--- src/rtl/msf_input_conditioner.sv ---
// MSF receiver front end: synchroniser, polarity fix, integrating deglitcher, 1 s edge cadence tracking and lock.
// Optional error statistics on err_count_o are enabled by defining MSF_INPUT_STATS_EN.
module msf_input_conditioner #(
  parameter int unsigned CLK_HZ     = 10000,
  parameter int unsigned FILT_MAX   = 15,
  parameter int unsigned LOCK_COUNT = 3
) (
  input  logic       clk_i,
  input  logic       rst_ni,
  input  logic       data_i,
  input  logic       inverted_i,
  output logic       data_o,
  output logic       rise_o,
  output logic       fall_o,
  output logic       sec_pulse_o,
  output logic       lock_o,
  output logic [7:0] err_count_o
);

  localparam int unsigned PERIOD_MIN = CLK_HZ - CLK_HZ / 10;
  localparam int unsigned PERIOD_MAX = CLK_HZ + CLK_HZ / 10;
  localparam int unsigned TIMEOUT    = 2 * CLK_HZ;
  localparam int unsigned PER_W      = $clog2(TIMEOUT + 1);
  localparam int unsigned CNT_W      = $clog2(FILT_MAX + 1);
  localparam int unsigned GOOD_W     = $clog2(LOCK_COUNT + 1);

  localparam logic [PER_W-1:0]  P_MIN  = PER_W'(PERIOD_MIN);
  localparam logic [PER_W-1:0]  P_MAX  = PER_W'(PERIOD_MAX);
  localparam logic [PER_W-1:0]  P_TO   = PER_W'(TIMEOUT);
  localparam logic [CNT_W-1:0]  F_TOP  = CNT_W'(FILT_MAX);
  localparam logic [GOOD_W-1:0] G_TOP  = GOOD_W'(LOCK_COUNT);

  logic              s1;
  logic              s2;
  logic              raw;
  logic [CNT_W-1:0]  cnt;
  logic              data_d;
  logic [PER_W-1:0]  per_cnt;
  logic [GOOD_W-1:0] good_cnt;
  logic              edge_good;
  logic              edge_bad;
  logic              timeout_hit;

  assign raw = s2 ^ inverted_i;

  // Synchroniser, saturating integrator with hysteresis output, and edge detect
  always_ff @(posedge clk_i or negedge rst_ni) begin
    if (!rst_ni) begin
      s1     <= 1'b0;
      s2     <= 1'b0;
      cnt    <= '0;
      data_o <= 1'b0;
      data_d <= 1'b0;
      rise_o <= 1'b0;
      fall_o <= 1'b0;
    end else begin
      s1 <= data_i;
      s2 <= s1;
      if (raw && (cnt != F_TOP)) begin
        cnt <= cnt + CNT_W'(1);
      end else if (!raw && (cnt != '0)) begin
        cnt <= cnt - CNT_W'(1);
      end
      if (cnt == F_TOP) begin
        data_o <= 1'b1;
      end else if (cnt == '0) begin
        data_o <= 1'b0;
      end
      data_d <= data_o;
      rise_o <= data_o & ~data_d;
      fall_o <= ~data_o & data_d;
    end
  end

  // Classify each rising edge against the running period; early edges are in-second bits
  assign edge_good   = rise_o && (per_cnt >= P_MIN) && (per_cnt <= P_MAX);
  assign edge_bad    = rise_o && (per_cnt > P_MAX);
  assign timeout_hit = !rise_o && (per_cnt == (P_TO - PER_W'(1)));

  always_ff @(posedge clk_i or negedge rst_ni) begin
    if (!rst_ni) begin
      per_cnt     <= '0;
      good_cnt    <= '0;
      sec_pulse_o <= 1'b0;
      lock_o      <= 1'b0;
    end else begin
      sec_pulse_o <= edge_good | edge_bad;
      if (edge_good || edge_bad) begin
        per_cnt <= '0;
      end else if (per_cnt != P_TO) begin
        per_cnt <= per_cnt + PER_W'(1);
      end
      if (edge_bad || timeout_hit) begin
        good_cnt <= '0;
      end else if (edge_good && (good_cnt != G_TOP)) begin
        good_cnt <= good_cnt + GOOD_W'(1);
      end
      lock_o <= (good_cnt == G_TOP) && !(edge_bad || timeout_hit);
    end
  end

`ifdef MSF_INPUT_STATS_EN
  logic       err_evt;
  logic [7:0] err_q;

  // A late edge after a timeout was already counted by the timeout itself
  assign err_evt = timeout_hit || (edge_bad && (per_cnt != P_TO));

  always_ff @(posedge clk_i or negedge rst_ni) begin
    if (!rst_ni) begin
      err_q <= 8'h00;
    end else if (err_evt && (err_q != 8'hFF)) begin
      err_q <= err_q + 8'd1;
    end
  end

  assign err_count_o = err_q;
`else
  assign err_count_o = 8'h00;
`endif

endmodule

--- config.mk ---
export PLATFORM = sky130hd
export DESIGN_NAME = msf_input_conditioner
export DESIGN_NICKNAME = d
export VERILOG_FILES = /design/src/rtl/msf_input_conditioner.sv
export SDC_FILE = /design/constraint.sdc
export NUM_CORES = 1
export LEC_CHECK = 0
export BUFFER_PORTS_ARGS = -buffer_cell sky130_fd_sc_hd__buf_2
export CORE_ASPECT_RATIO = 1.4
export CORE_MARGIN = 3
export CORE_UTILIZATION = 52
export DETAILED_ROUTE_END_ITERATION = 10
export GPL_TIMING_DRIVEN = 0
export HOLD_SLACK_MARGIN = 0.08
export PLACE_DENSITY = 0.8
export SYNTH_ARGS = -nofsm -noshare
export SYNTH_HDL_FRONTEND = slang
export SYNTH_SLANG_ARGS = --single-unit
--- constraint.sdc ---
create_clock -name clk_i -period 1.8 [get_ports clk_i]
set_input_delay 0.36 -clock clk_i [delete_from_list [all_inputs] [get_ports clk_i]]
set_output_delay 0.36 -clock clk_i [all_outputs]
set_load 0.1 [all_outputs]
After elaboration in Yosys (flattened, before gate mapping)
Index checks and enable logic that the tools add are counted.

word-level totals
  flip-flop bits (word level) = 29
  input port bits = 4
  output and inout port bits = 13
  word-level logic and storage cells = 57

cells by class
  add/subtract/negate cells = 4
  $lt $le $gt $ge = 3
  eq/ne operators = 6
  mux-type cells = 8
  bitwise logic cells = 6
  reduce and logical (&&, ||, !) cells = 19

operators by type and width
  operator                                                                 count
  15-bit 2-to-1 mux                                                        2
  15-bit by 1-bit adder with 15-bit output, second input constant          1
  15-bit equality test, second input constant                              1
  15-bit by 14-bit >= comparator with 1-bit output, second input constant  1
  15-bit by 14-bit > comparator with 1-bit output, second input constant   1
  15-bit by 14-bit <= comparator with 1-bit output, second input constant  1
  15-bit != test, second input constant                                    1
  1-bit logical AND                                                        8
  4-bit 2-to-1 mux                                                         2
  2-bit nonzero test                                                       4
  4-bit by 1-bit adder with 4-bit output, second input constant            1
  4-bit equality test, second input constant                               1
  4-bit zero test                                                          1
  2-bit 2-to-1 mux                                                         2
  4-bit != test, second input constant                                     1
  4-bit nonzero test                                                       1
  4-bit by 1-bit subtractor with 4-bit output, second input constant       1
  1-bit zero test                                                          3
  2-bit by 1-bit adder with 2-bit output, second input constant            1
  1-bit bitwise AND                                                        2
  2-bit equality test, second input constant                               1
  1-bit logical OR                                                         2
  1-bit 2-to-1 mux                                                         2
  2-bit != test, second input constant                                     1
  3 further kinds                                                          4

Logic depth before layout (Yosys ltp)
Gate-level depths: netlist of the first run.

  depth in word-level cells = 6
  mapped depth = 9
  gate-level depth less buffers = 9

Least setup slack after synthesis of the first run
No wires, ideal clock.

  kind = reg-to-reg
  from = register cnt[1]
  to = register cnt[3]
  library setup time = 0.141 ns
  arrival = 1.804 ns
  required time = 1.659 ns
  slack = -0.145 ns
  stages on the path, launching flop included = 10
  path buffers = 0
  clock period less this slack = 1.945 ns
  cells stage by stage = dfrtp_1 and3_1 nand2_1 nand2_1 ha_1 a21o_1 a21oi_1 nor2_1 a21oi_1 o221ai_1

on the way
  cells in the longest elaborated chain, start to end = 3
  elaborated cells between the ends (all ways) = 9
  classes of those cells = add/sub (2); eq/ne (1); mux (2); reduce/logical (4)

ends and longest elaborated chain
  what                                                                       RTL line  text
  start, declared                                                            36        logic [CNT_W-1:0] cnt;
  start signal, assigned                                                     60        cnt <= cnt + CNT_W'(1);
  start signal, assigned                                                     62        cnt <= cnt - CNT_W'(1);
  4-bit by 1-bit subtractor with 4-bit output, or another cell as far along  62
  4-bit 2-to-1 mux, or another cell as far along                             61        end else if (!raw && (cnt != '0)) begin
  4-bit 2-to-1 mux or 2-bit nonzero test (tied branches)                     -

Several ways; a longest one is shown, not always the timed one. The select of a mux whose other input is x is not followed.
A chain may end at the register's enable or synchronous reset.

Final worst setup path of the first run
  from = register cnt[2]
  to = register cnt[3]

Same word-level chain as after synthesis.

==> summary.md, run 1 <==
| Metric | Value |
|---|---|
| Initial Util | `0.555` |
| Routed WL | `3600 microns` |
| Max Slew Vio Count | `0` |
| Fmax | `569 MHz` |
| Tmin final | `1.76 ns` |
| Global route total overflow | `0` |
| Setup WS post-layout | `0.0429 ns` |
| DR vias | `1326` |
| Main synth FF type | `dfrtp_1` |
| First-pass GRT wire length | `5930 microns` |
| DR iter-0 viols | `36` |
| Largest net degree at the start of global routing | `30` |
| Core Region | `2940 sq um` |
| Logic pwr share | `0.397` |
| Remaining antenna violation count | `0` |
| First-pass DRT Iterations | `4` |
| Library cells used by synthesis | `40` |
| RSZ-0062 raised after global routing | `true` |
| Dpl ws | `-0.461 ns` |
| Switching share of power | `0.392` |
| CTS Buf Count | `5` |
| Reg-to-reg startpoint | `cnt[2]` |
| Rows | `23` |
| Synthesized area per cell | `9.47 sq um` |
| Layout Nets | `215` |
| Max Cap Viol | `0` |
| Clock-pin slew on the worst setup and hold paths | `0.06 ns` |
| Slowest CP cell | `dfrtp_2` |
| Vias per std cell | `5.46` |
| EDFF count, synth | `0` |
| Tightest Pin Transition | `0.618 ns` |
| Wire length per cell | `14.8 microns` |
| Syn Inst Count | `172` |
| Final Hold Viols | `0` |
| CP required | `2.00 ns` |
| Post-synth ARST share | `1.00` |
| Multi-input gate area | `905 sq um` |
| Clk buf depth | `2` |
| Area of the die | `3850 sq um` |
| Worst vdd ir | `1030 uV` |
| Initial antenna violation count | `0` |
| Worst Clk Skew | `0.00582 ns` |
| Clock sinks | `29` |
| Hold/Removal Path Class | `in -> async` |
| Synth warnings | `0` |
| Clock Power Share | `0.248` |
| PortBufs | `8` |
| Mapped Area | `1630 sq um` |
| Worst skew pair latency | `0.28 ns` |
| DRC violations left | `0` |
| Worst-path maximum fanout | `3` |
| Slew HR | `0.588` |
| Commonest non-fill, non-tap cell in the layout | `nor2_1` |
| Post-synthesis sequential area ratio | `0.445` |
| Pwr dens | `1150 nW/um^2` |
| # IOs | `17` |
| Fillers | `225` |
| Crit end category | `flop` |
| Max incr delay on CP | `0.41 ns` |
| Flop pwr share | `0.355` |
| N_diodes | `0` |
| Most frequent cells in the layout | `28 x nor2_1, 24 x buf_4, 21 x dfrtp_1` |
| Total track usage | `0.210` |
| # H-tree levels | `2` |
| Core Util, Final | `0.696` |
| Critical path class | `reg -> reg` |
| Int Power | `1.43 mW` |
| Final setup viols | `0` |
| CTS tree | `done` |
| Die Ht | `72.2 microns` |
| Gr busiest metal | `met2` |
| Met3 Use GR | `0.0534` |
| Net Switching | `0.920 mW` |
| Leak | `0.929 nW` |
| GP Congestion | `0.884` |
| Synthesized flop and latch total | `29` |
| GR Util met1 | `0.201` |
| Layout cells sized above 1 | `0.340` |
| Status | `finished clean` |
| Critical path cell sequence | `and3_4 -> nand2_4 -> nand2_4 -> ha_4 -> a21o_1 -> a21oi_2 -> buf_4 -> a21oi_2 -> o221ai_2` |
| Vias in the first global route | `1379` |
| Die Wd | `53.3 microns` |
| Cts hold-fix bufs | `0` |
| Tcrit/Tclk final | `0.976` |
| Worst Setup Start Kind | `flop` |
| Worst EP arrival | `1.95 ns` |
| Critical path startpoint | `cnt[2]` |
| Area Growth Syn to Fin | `25.4%` |
| Root Buffer | `clkbuf_8` |
| Grt met2 use | `0.387` |
| Register area | `736 sq um` |
| Dpl hpwl | `2350 microns` |
routing by layer:
layer | up-vias | part of all wire
li1 | 636 | -
met1 | 650 | 0.37
met2 | 29 | 0.57
met3 | 11 | 0.036
met4 | 0 | 0.029
met5 | - | 0
synthesized netlist by cell type, types with 4 or more instances:
cell type  count  area, sq um
nand2_1       10         37.5
nand3_1        6         30.0
o21ai_0        5         25.0
xnor2_1        9         78.8
xor2_1         7         61.3
ha_1           5         62.6
a21oi_1        9         45.0
nand4_1        4         25.0
clkbuf_1       4         15.0
buf_4         10         75.1
nor2b_1        4         25.0
inv_1          5         18.8
nor2_1        29          109
dfrtp_1       29          726
cells by family (layout without fill, tap and decap cells):
family                     after synthesis  in the layout  share of synthesized area
xor gates and xnor gates                16             16                     0.0860
and+or+nand+nor                         74             74                      0.233
other                                    1              8                    0.00230
AOI/OAI and AO/OA                       25             25                      0.102
adders and majority gates                6              6                     0.0507
muxes                                    1              1                    0.00614
buffers and inverters                   20             47                     0.0737
DFF                                     29             29                      0.445
flip-flops by register name, summed over array words and instances (netlist names):
name,cells
cnt,4
sec_pulse_o,1
data_d,1
s1,1
data_o,1
good_cnt,2
per_cnt,15
lock_o,1
rise_o,1
fall_o,1
s2,1
layout make-up:
| cell class | instances | area share |
|---|---|---|
| Multi-Input combinational cell | 130 | 0.443 |
| Sequential cell | 29 | 0.360 |
| Timing Repair Buffer | 22 | 0.0710 |
| Clock buffer | 7 | 0.0472 |
| Buffer | 12 | 0.0447 |
| Tap cell | 37 | 0.0227 |
| Inverter | 5 | 0.00919 |
| Clock inverter | 1 | 0.00245 |
timing repair:
action                     in CTS  in global routing
gates resized for setup         9                 17
setup endpoints to repair      12                 13
pin swaps                       2                 10
setup buffers                   6                  8
worst paths after layout:
check / end / slack, ns / cells after the start
min in group clk_i: s1 / 0.19 / 1
worst max register to register: cnt[3] / 0.04 / 9
worst max-delay path: cnt[3] / 0.04 / 9
worst min-delay path: per_cnt[13] / 0.09 / 1
max in group asynchronous: cnt[0] / 1.27 / 1
worst min register to register: s2 / 0.36 / 0
through the flow:
step | hold slack, ns | power [mW] | area [sq um] | cells | setup TNS (ns)
2_1_floorplan | 0.0644 | 1.41 | 1660 | 179 | -0.0812
3_3_place_gp | 0.338 | 1.50 | 1750 | 224 | -0.416
3_5_place_dp | 0.348 | 1.55 | 1750 | 224 | -0.748
4_1_cts | 0.113 | 2.26 | 1940 | 237 | 0
5_1_grt | 0.138 | 2.48 | 2040 | 243 | -0.252
6_report | 0.0898 | 2.35 | 2040 | 243 | 0
power groups by stage:
stage	Sequential (mW)	Combinational, mW	Clock (mW)
after global placement	0.852	0.650	0
after global routing	0.844	1.01	0.627
after detailed placement	0.867	0.681	0
after CTS	0.821	0.843	0.595
after floorplan	0.986	0.424	0
final	0.835	0.932	0.582
critical path, delay by kind of cell, from the launching register on:
family	cells	cell delay, ns
buffers and inverters	1	0.16
AO/OA/AOI/OAI	4	0.54
adder cells (fa/ha/maj)	1	0.23
AND/OR/NAND/NOR	3	0.33
flip-flops	1	0.41
No activity file was read; power rests on OpenSTA's default activity.
==> run 2, diff against run 1 <==
--- a/config.mk
+++ b/config.mk
@@ -6,13 +6,13 @@
 export NUM_CORES = 1
 export LEC_CHECK = 0
 export BUFFER_PORTS_ARGS = -buffer_cell sky130_fd_sc_hd__buf_2
-export CORE_ASPECT_RATIO = 1.4
+export CORE_ASPECT_RATIO = 0.9
 export CORE_MARGIN = 3
 export CORE_UTILIZATION = 52
 export DETAILED_ROUTE_END_ITERATION = 10
 export GPL_TIMING_DRIVEN = 0
 export HOLD_SLACK_MARGIN = 0.08
-export PLACE_DENSITY = 0.8
+export PLACE_DENSITY = 0.75
 export SYNTH_ARGS = -nofsm -noshare
 export SYNTH_HDL_FRONTEND = slang
 export SYNTH_SLANG_ARGS = --single-unit
==> constraint.sdc (replaced) <==
create_clock -name clk_i -period 1.8 [get_ports clk_i]
set_input_delay 0.36 -clock clk_i [delete_from_list [all_inputs] [get_ports clk_i]]
set_output_delay 0.36 -clock clk_i [all_outputs]
set_load 0.02 [all_outputs]
==> run 2 against run 1 <==
Utilization up 0.51 points. Non-clock buffer count is the same. Die area fell by 0.22%. Via count down 1.6%. Register-to-register slack got worse by 0.04 ns. Sequential cell count is the same. Global-route usage decreased by 3.3 points. Sequential power fell by 2%. Clock skew rose by 0.0055 ns.
==> summary.md, run 2 (synthesis gave the netlist of run 1 again) <==
| Metric | Value |
|---|---|
| Status | `finished clean (unchanged)` |
| Vias per std cell | `5.30 (was 5.46)` |
| # H-tree levels | `2 (unchanged)` |
| CTS Buf Count | `5 (unchanged)` |
| Die Ht | `59.1 microns (was 72.2 microns)` |
| Global route total overflow | `0 (unchanged)` |
| Max incr delay on CP | `0.42 ns (was 0.41 ns)` |
| # IOs | `17 (unchanged)` |
| Crit end category | `flop (unchanged)` |
| Most frequent cells in the layout | `28 x nor2_1, 22 x buf_4, 22 x dfrtp_1 (was 28 x nor2_1, 24 x buf_4, 21 x dfrtp_1)` |
| End of the worst hold path | `s1` |
| Met3 Use GR | `0.0512 (was 0.0534)` |
| First-pass DRT Iterations | `6 (was 4)` |
| Final Hold Viols | `0 (unchanged)` |
| Largest net degree at the start of global routing | `30 (unchanged)` |
| PortBufs | `8 (unchanged)` |
| Layout Nets | `215 (unchanged)` |
| Area Growth Syn to Fin | `23.1% (was 25.4%)` |
| Vias in the first global route | `1167 (was 1379)` |
| Total track usage | `0.177 (was 0.210)` |
| DR vias | `1305 (was 1326)` |
| Leak | `0.906 nW (was 0.929 nW)` |
| Core Region | `2860 sq um (was 2940 sq um)` |
| Initial Util | `0.570 (was 0.555)` |
| Clock-pin slew on the worst setup and hold paths | `0.09 ns (was 0.06 ns)` |
| DR iter-0 viols | `81 (was 36)` |
| CP required | `2.01 ns (was 2.00 ns)` |
| N_diodes | `0 (unchanged)` |
| Reg-to-reg startpoint | `cnt[0] (was cnt[2])` |
| Hold/Removal Path Class | `in -> reg (was in -> async)` |
| First-pass GRT wire length | `5110 microns (was 5930 microns)` |
| GP Congestion | `0.829 (was 0.884)` |
| Crit-path most repeated cell | `nand2_4` |
| Commonest non-fill, non-tap cell in the layout | `nor2_1 (unchanged)` |
| Setup WS post-layout | `0.00733 ns (was 0.0429 ns)` |
| RSZ-0062 raised after global routing | `true (unchanged)` |
| Slowest CP cell | `dfrtp_2 (unchanged)` |
| Critical path class | `reg -> reg (unchanged)` |
| Remaining antenna violation count | `0 (unchanged)` |
| Dpl hpwl | `2170 microns (was 2350 microns)` |
| Fmax | `558 MHz (was 569 MHz)` |
| Final Cell Area | `2010 sq um (was 2040 sq um)` |
| Layout cells sized above 1 | `0.316 (was 0.340)` |
| Post-DP Area | `1780 sq um (was 1750 sq um)` |
| GR Util met1 | `0.229 (was 0.201)` |
| Worst Setup Start Kind | `flop (unchanged)` |
| Dpl ws | `-0.235 ns (was -0.461 ns)` |
| Wire length per cell | `13.1 microns (was 14.8 microns)` |
| Critical path cell sequence | `and3_4 -> nand2_4 -> nand2_4 -> ha_4 -> a21o_1 -> a21oi_4 -> nor2_2 -> a21oi_2 -> o221ai_2 (was and3_4 -> nand2_4 -> nand2_4 -> ha_4 -> a21o_1 -> a21oi_2 -> buf_4 -> a21oi_2 -> o221ai_2)` |
| Worst hold path cell count | `1` |
| Max Slew Vio Count | `0 (unchanged)` |
| Reg2Reg Depth | `9 (unchanged)` |
| Reg with most FFs | `per_cnt (unchanged)` |
| DRC violations left | `0 (unchanged)` |
| Worst-path maximum fanout | `4 (was 3)` |
| Clock sinks | `29 (unchanged)` |
| Top flop regs | `per_cnt x15, cnt x4, good_cnt x2 (unchanged)` |
| Slew HR | `0.595 (was 0.588)` |
| Tcrit/Tclk final | `0.996 (was 0.976)` |
| Area of the die | `3840 sq um (was 3850 sq um)` |
| Hold wc startpoint | `data_i` |
| Worst vdd ir | `814 uV (was 1030 uV)` |
| Tightest Pin Transition | `0.608 ns (was 0.618 ns)` |
| Root Buffer | `clkbuf_4 (was clkbuf_8)` |
| Routed WL | `3230 microns (was 3600 microns)` |
| Clk buf depth | `2 (unchanged)` |
| CTS tree | `done (unchanged)` |
| Gr busiest metal | `met2 (unchanged)` |
| Pwr dens | `962 nW/um^2 (was 1150 nW/um^2)` |
| Tmin final | `1.79 ns (was 1.76 ns)` |
| Max reg flops | `15 (unchanged)` |
| Setup TNS | `0 ns (unchanged)` |
| Worst EP arrival | `2.00 ns (was 1.95 ns)` |
| Worst skew pair latency | `0.33 ns (was 0.28 ns)` |
| Rows | `18 (was 23)` |
| R2r setup slk | `0.007 ns (was 0.04 ns)` |
| Die Wd | `65 microns (was 53.3 microns)` |
| Grt met2 use | `0.289 (was 0.387)` |
| RR Endpoint | `cnt[3] (unchanged)` |
| Initial antenna violation count | `0 (unchanged)` |
| Final setup viols | `0 (unchanged)` |
| Worst Clk Skew | `0.0113 ns (was 0.00582 ns)` |
| Max Cap Viol | `0 (unchanged)` |
[run 2: worst max-delay path: cells and delay by family, from the launching register on]
kind	cells	cell delay, ns
flops	1	0.42
compound gates	4	0.64
simple gates	4	0.41
fa+ha+maj	1	0.21
[run 2: report_power, final]
part / switching, mW / leakage, nW / internal (mW)
sequential: 0.0831 / 0.359 / 0.739
combinational: 0.412 / 0.516 / 0.332
clock: 0.218 / 0.0310 / 0.147
[run 2: worst max path at each step]
| stage | start | slack (ns) | to |
|---|---|---|---|
| final | cnt[0] | 0.007 | cnt[3] |
| after global routing | cnt[0] | -0.06 | cnt[3] |
| after CTS | s2 | -0.01 | cnt[3] |
| after detailed placement | inverted_i | -0.23 | cnt[3] |
| after global placement | inverted_i | -0.13 | cnt[3] |
| after floorplan | cnt[1] | 0.02 | cnt[3] |
[run 2: cell type report]
cell class                      instances  area [sq um]
Sequential cell                        29           734
Multi-Input combinational cell        130           905
Clock inverter                          3          17.5
Timing Repair Buffer                   22           148
Clock buffer                            5          37.5
Fill cell                             222           855
Tap cell                               40          50.0
Inverter                                5          18.8
Buffer                                 12          95.1
[run 2: what timing repair did]
item                                    in CTS  in global routing
hold buffers                                 1                  0
endpoints found under the setup margin      11                 14
setup buffers                                7                  6
resized for setup                            6                 13
endpoints found under the hold margin       29                  0
pin swaps                                    6                  6
[run 2: metrics by stage]
stage / utilization / power, mW / std cells / hold slack (ns)
finish: 0.701 / 1.93 / 246 / 0.136
global route: 0.701 / 2.06 / 246 / 0.125
floorplan: - / 1.25 / 179 / 0.0644
CTS: 0.671 / 1.85 / 242 / 0.128
detailed placement: 0.623 / 1.39 / 227 / 0.340
global placement: 0.623 / 1.35 / 227 / 0.337
[run 2: per-layer routing]
layer | wire, microns | up-vias | part of all wire
met4 | 40 | 0 | 0.012
met3 | 209 | 5 | 0.065
met2 | 1540 | 39 | 0.48
li1 | - | 640 | -
met5 | 0 | - | 0
met1 | 1440 | 621 | 0.44
